File: src/rtl/spi_bus_arb.sv
`default_nettype none
// ============================================================================
//  Module      : spi_bus_arb
//  Description : Arbitrates the inertial and A2D interfaces onto one shared
//                SPI master; optional macro INRT_PRIO_EN selects fixed
//                inertial priority instead of round-robin.
//  Revision    : 1.0  initial release
// ============================================================================
module spi_bus_arb #(
    parameter int GAP_CYC     = 4,
    parameter int TIMEOUT_CYC = 4096
) (
    input  logic        clk,
    input  logic        rst,
    input  logic        req_inrt,
    input  logic [15:0] cmd_inrt,
    input  logic        req_a2d,
    input  logic [15:0] cmd_a2d,
    input  logic        spi_done,
    input  logic [15:0] spi_rd,
    output logic        wrt,
    output logic [15:0] cmd,
    output logic        sel_a2d,
    output logic        done_inrt,
    output logic        done_a2d,
    output logic [15:0] rd_data,
    output logic        busy,
    output logic        tmo_err
);

    localparam int TW = $clog2(TIMEOUT_CYC) + 1;
    localparam int GW = $clog2(GAP_CYC) + 1;
    localparam logic [TW-1:0] c_tmo_last = TW'(TIMEOUT_CYC - 1);
    localparam logic [GW-1:0] c_gap_last = GW'(GAP_CYC - 1);

    typedef enum logic [1:0] {
        IDLE   = 2'd0,
        LAUNCH = 2'd1,
        WAIT   = 2'd2,
        GAP    = 2'd3
    } state_t;

    state_t        r_state;
    logic [TW-1:0] r_tmo_cnt;
    logic [GW-1:0] r_gap_cnt;
    logic          w_any_req;
    logic          w_gnt_a2d;

    assign w_any_req = req_inrt | req_a2d;

`ifdef INRT_PRIO_EN
    assign w_gnt_a2d = req_a2d & ~req_inrt;
`else
    logic r_last_gnt;   // 1 = A2D was granted last
    assign w_gnt_a2d = req_a2d & (~req_inrt | ~r_last_gnt);
`endif

    always_ff @(posedge clk or posedge rst) begin
        if (rst) begin
            r_state   <= IDLE;
            r_tmo_cnt <= '0;
            r_gap_cnt <= '0;
            wrt       <= 1'b0;
            cmd       <= 16'h0000;
            sel_a2d   <= 1'b0;
            done_inrt <= 1'b0;
            done_a2d  <= 1'b0;
            rd_data   <= 16'h0000;
            busy      <= 1'b0;
            tmo_err   <= 1'b0;
`ifndef INRT_PRIO_EN
            r_last_gnt <= 1'b1;
`endif
        end else begin
            wrt       <= 1'b0;
            done_inrt <= 1'b0;
            done_a2d  <= 1'b0;
            case (r_state)
                IDLE: begin
                    if (w_any_req) begin
                        cmd     <= w_gnt_a2d ? cmd_a2d : cmd_inrt;
                        sel_a2d <= w_gnt_a2d;
`ifndef INRT_PRIO_EN
                        r_last_gnt <= w_gnt_a2d;
`endif
                        wrt     <= 1'b1;
                        busy    <= 1'b1;
                        r_state <= LAUNCH;
                    end
                end
                LAUNCH: begin
                    r_tmo_cnt <= '0;
                    r_state   <= WAIT;
                end
                WAIT: begin
                    // A completion on the expiry clock takes precedence over the abort
                    if (spi_done) begin
                        rd_data   <= spi_rd;
                        done_a2d  <= sel_a2d;
                        done_inrt <= ~sel_a2d;
                        r_gap_cnt <= '0;
                        r_state   <= GAP;
                    end else if (r_tmo_cnt == c_tmo_last) begin
                        rd_data   <= 16'hFFFF;
                        tmo_err   <= 1'b1;
                        done_a2d  <= sel_a2d;
                        done_inrt <= ~sel_a2d;
                        r_gap_cnt <= '0;
                        r_state   <= GAP;
                    end else begin
                        r_tmo_cnt <= r_tmo_cnt + TW'(1);
                    end
                end
                GAP: begin
                    if (r_gap_cnt == c_gap_last) begin
                        busy    <= 1'b0;
                        r_state <= IDLE;
                    end else begin
                        r_gap_cnt <= r_gap_cnt + GW'(1);
                    end
                end
                default: r_state <= IDLE;
            endcase
        end
    end

endmodule
`default_nettype wire

File: config.mk
export PLATFORM = sky130hd
export DESIGN_NAME = spi_bus_arb
export DESIGN_NICKNAME = d
export VERILOG_FILES = /design/src/rtl/spi_bus_arb.sv
export SDC_FILE = /design/constraint.sdc
export NUM_CORES = 1
export LEC_CHECK = 0
export BUFFER_PORTS_ARGS = -buffer_cell sky130_fd_sc_hd__clkbuf_2
export CORE_ASPECT_RATIO = 1.75
export CORE_UTILIZATION = 50
export CTS_CLUSTER_DIAMETER = 80
export CTS_CLUSTER_SIZE = 20
export DETAILED_ROUTE_END_ITERATION = 16
export GPL_TIMING_DRIVEN = 0
export PLACE_DENSITY = 0.8
export SETUP_SLACK_MARGIN = 0.1
export SLEW_MARGIN = 0
export SYNTH_ARGS = -nofsm -noshare
export SYNTH_HDL_FRONTEND = slang
export SYNTH_SLANG_ARGS = --single-unit
File: constraint.sdc
create_clock -name clk -period 2.23 [get_ports clk]
set_input_delay 0.1115 -clock clk [delete_from_list [all_inputs] [get_ports clk]]
set_output_delay 0.1115 -clock clk [all_outputs]
set_load 0.02 [all_outputs]
==> flow_summary.json <==
{
  "outcome": "finished, violations left",
  "failed_checks": "DRC",
  "minimum_setup_slack_in_the_final_design_ps": 310,
  "grt_first_pass_wirelength_um": 9670,
  "die-height_um": 98.2,
  "buffer_ports.inserted": 90,
  "skew_ps": 2.46,
  "cts_max_path_buffers": 2,
  "hpwl_um": 4250,
  "initial_antenna_violation_count": 0,
  "final_report_hold_violation_count": 0,
  "drt-initial-drc-count": 73,
  "drcViolationCount": 4,
  "synth.area.top_cells": "sky130_fd_sc_hd__dfrtp_1 53%, sky130_fd_sc_hd__mux2i_1 8.3%, sky130_fd_sc_hd__o22a_1 5.3%, sky130_fd_sc_hd__o21ai_0 4.2%, sky130_fd_sc_hd__nand2_1 4.0%",
  "cts_setup_buffers": 0,
  "core-area_um2": 5020,
  "vdd_ir_drop_max_mv": 0.694,
  "critPathMaxFanout": 7,
  "grt_util_all_layers": 0.225,
  "diodes": 0,
  "number_of_warning_messages_in_the_yosys_log": 0,
  "final.period_utilization": 0.861,
  "gp_routability_congestion": 0.761,
  "vias_in_the_first_global_route": 2275,
  "clock-sinks": 57,
  "ant_nets": 0,
  "crit_path_cell_trace": "inv_1 -> ha_2 -> nand2b_1 -> or3_1 -> clkbuf_1 -> o311ai_1 -> o41ai_1",
  "post-route-min-period_ps": 1920,
  "rsz_0062_raised_after_global_routing": "false",
  "floorplan.initialDensity": 0.526,
  "multi_input_gate_area_in_the_final_layout_um2": 1100,
  "hold_slack_ps": 14.2,
  "avgRoutedWirePerCell_um": 14.5,
  "synth.ff_latch_count": 57,
  "synth_commonest_cells": "56 x sky130_fd_sc_hd__dfrtp_1, 28 x sky130_fd_sc_hd__nand2_1, 22 x sky130_fd_sc_hd__mux2i_1, 22 x sky130_fd_sc_hd__o21ai_0, 16 x sky130_fd_sc_hd__o22a_1",
  "globalRouteOverflowTotal": 0,
  "drt-total-wl_um": 5700,
  "ys.flop_type": "sky130_fd_sc_hd__dfrtp_1",
  "avgSynthCellArea_um2": 11.3,
  "synth_sequential_area_ratio": 0.540,
  "crit_arrival_ps": 2120,
  "synth.most_common_cell": "sky130_fd_sc_hd__dfrtp_1",
  "n_fill_cell": 419,
  "tritoncts.num_buffers": 9,
  "synth-edff-count": 0,
  "syn_to_final_growth_pct": 27.7,
  "critPathLaunchType": "register",
  "design.portCount": 91,
  "postSynthCellCount": 234,
  "maximum_number_of_pins_on_one_net_before_global_route_repair": 36,
  "final-seq-area_um2": 1430,
  "critical_path_required_ps": 2430,
  "detailed_routing_iteration_count_for_the_pre_antenna_repair_pass": 10,
  "dp_worst_setup_slack_ps": 168,
  "relative_max_transition_margin": 0.659,
  "die_width_um": 57.0,
  "detail_route.vias_per_cell": 5.50,
  "power.density_nw_per_um2": 1280,
  "cts_tree": "done",
  "yosys.area.top_type": "sky130_fd_sc_hd__dfrtp_1",
  "overall_power_consumption_w": 0.00433,
  "nets_finish": 398,
  "floorplan_die_area_um2": 5590,
  "via_count": 2168,
  "final_instance_area_um2": 3370,
  "post-synth-top-area-fraction": 0.530,
  "final-setup-viol-count": 0,
  "postSynth.asyncResetShare": 1.00,
  "critical-path-top-delay-family": "simple AND/OR/NAND/NOR gates",
  "clk_pin_slew_worst_paths_ps": 60,
  "cts_max_level": 3,
  "max_clock_freq_mhz": 521,
  "synth.cell_area_um2": 2640,
  "drive_above_1_share": 0.341,
  "ctsRootBufferMaster": "sky130_fd_sc_hd__clkbuf_8",
  "post_synthesis_net_count": 294,
  "timing.critical_path.slowest_stage_cell": "sky130_fd_sc_hd__dfrtp_1",
  "worst_hold_path_type": "in2reg",
  "max_cap_violations": 0,
  "total_leakage_power_nw": 1.69,
  "worst-path-buf-inv": 2,
  "placementRows": 34,
  "maxSlewViolCount": 0,
  "worst_skew_pair.late_latency_ps": 330,
  "finalSetupTns_ps": 0,
  "netlist-cell-type-count": 43,
  "setup.worst_path.end_class": "register",
  "cpPeakStageDelay_ps": 410,
  "placed_cell_area_um2": 3180,
  "setup.worst_path.class": "reg2reg",
  "worstMarginPinSlew_ps": 511
}
[timing repair]
action,4_1_cts,5_1_grt
hold buffers,2,0
resized for setup,0,5
hold endpoints to repair,23,0
endpoints found under the setup margin,0,12
[flip-flops by register name (all words and copies together) (netlist names)]
register    cells
cmd            16
rd_data        16
r_tmo_cnt      13
r_gap_cnt       3
r_state         2
busy            1
done_a2d        1
done_inrt       1
r_last_gnt      1
sel_a2d         1
tmo_err         1
wrt             1
[final timing paths]
| check | startpoint | to | slack [ps] | cells past startpoint |
|---|---|---|---|---|
| max in group asynchronous | rst | r_last_gnt$_DFFE_PP1P_ | 1240 | 4 |
| min in group asynchronous | rst | rd_data[11]$_DFFE_PP0P_ | 370 | 3 |
| max | r_state[0]$_DFFE_PP0P_ | r_tmo_cnt[8]$_DFFE_PP0P_ | 310 | 7 |
| max reg2reg | r_state[0]$_DFFE_PP0P_ | r_tmo_cnt[8]$_DFFE_PP0P_ | 310 | 7 |
| min | spi_rd[9] | rd_data[9]$_DFFE_PP0P_ | 10 | 2 |
| min reg2reg | cmd[6]$_DFFE_PP0P_ | cmd[6]$_DFFE_PP0P_ | 470 | 2 |
[final cells by class]
cell class,instances,area share
Clock buffer,13,0.0501
Inverter,7,0.00779
Tap cell,54,0.0200
Timing Repair Buffer,93,0.145
Sequential cell,57,0.423
Multi-Input combinational cell,157,0.327
Buffer,13,0.0263
[logic make-up (layout without fill, tap and decap cells)]
kind of cell	after synthesis	in the layout	synth area share
AOI/OAI and AO/OA	64	64	0.180
and+or+nand+nor	64	64	0.120
DFF	57	57	0.540
muxes	22	22	0.0833
buffers and inverters	20	126	0.0431
adders and majority gates	7	7	0.0331
[routing by layer]
metal  vias to the layer above  track usage  part of all wire
met5                         -            0                 0
li1                       1061            -                 -
met4                         0        0.107             0.019
met2                        67        0.414              0.55
met1                      1031        0.230              0.39
met3                         9       0.0530             0.046
[power breakdown]
| group | internal (W) | switching, W | total, W |
|---|---|---|---|
| sequential | 0.00143 | 0.000228 | 0.00166 |
| combinational | 0.000709 | 0.00112 | 0.00183 |
| clock | 0.000476 | 0.000366 | 0.000842 |
| total | 0.00262 | 0.00171 | 0.00433 |
[placed cells by master (no fill, tap or decap), types with 3 or more instances in the layout]
cell / instances
sky130_fd_sc_hd__o21ai_0: 22
sky130_fd_sc_hd__ha_1: 6
sky130_fd_sc_hd__nand4_1: 3
sky130_fd_sc_hd__a31oi_1: 3
sky130_fd_sc_hd__and3_1: 4
sky130_fd_sc_hd__dfrtp_1: 56
sky130_fd_sc_hd__o22a_1: 16
sky130_fd_sc_hd__inv_1: 6
sky130_fd_sc_hd__nor2_1: 4
sky130_fd_sc_hd__nand3_1: 8
sky130_fd_sc_hd__clkbuf_8: 12
sky130_fd_sc_hd__clkbuf_1: 7
sky130_fd_sc_hd__nand2_1: 28
sky130_fd_sc_hd__buf_6: 3
sky130_fd_sc_hd__mux2i_1: 22
sky130_fd_sc_hd__and2_1: 5
sky130_fd_sc_hd__nand2b_1: 3
sky130_fd_sc_hd__clkbuf_2: 91
[worst reg2reg max path, stage by stage, from the launching register on]
cell	delay (ps)
sky130_fd_sc_hd__dfrtp_1	410
sky130_fd_sc_hd__inv_1	100
sky130_fd_sc_hd__ha_2	230
sky130_fd_sc_hd__nand2b_1	130
sky130_fd_sc_hd__or3_1	340
sky130_fd_sc_hd__clkbuf_1	190
sky130_fd_sc_hd__o311ai_1	280
sky130_fd_sc_hd__o41ai_1	120
[through the flow]
| step | utilization | cells |
|---|---|---|
| CTS | 0.671 | 394 |
| floorplan | - | 234 |
| detailed placement | 0.634 | 379 |
| global placement | 0.630 | 378 |
| global route | 0.672 | 394 |
| finish | 0.672 | 394 |
Power figures use the tool's default switching activity.
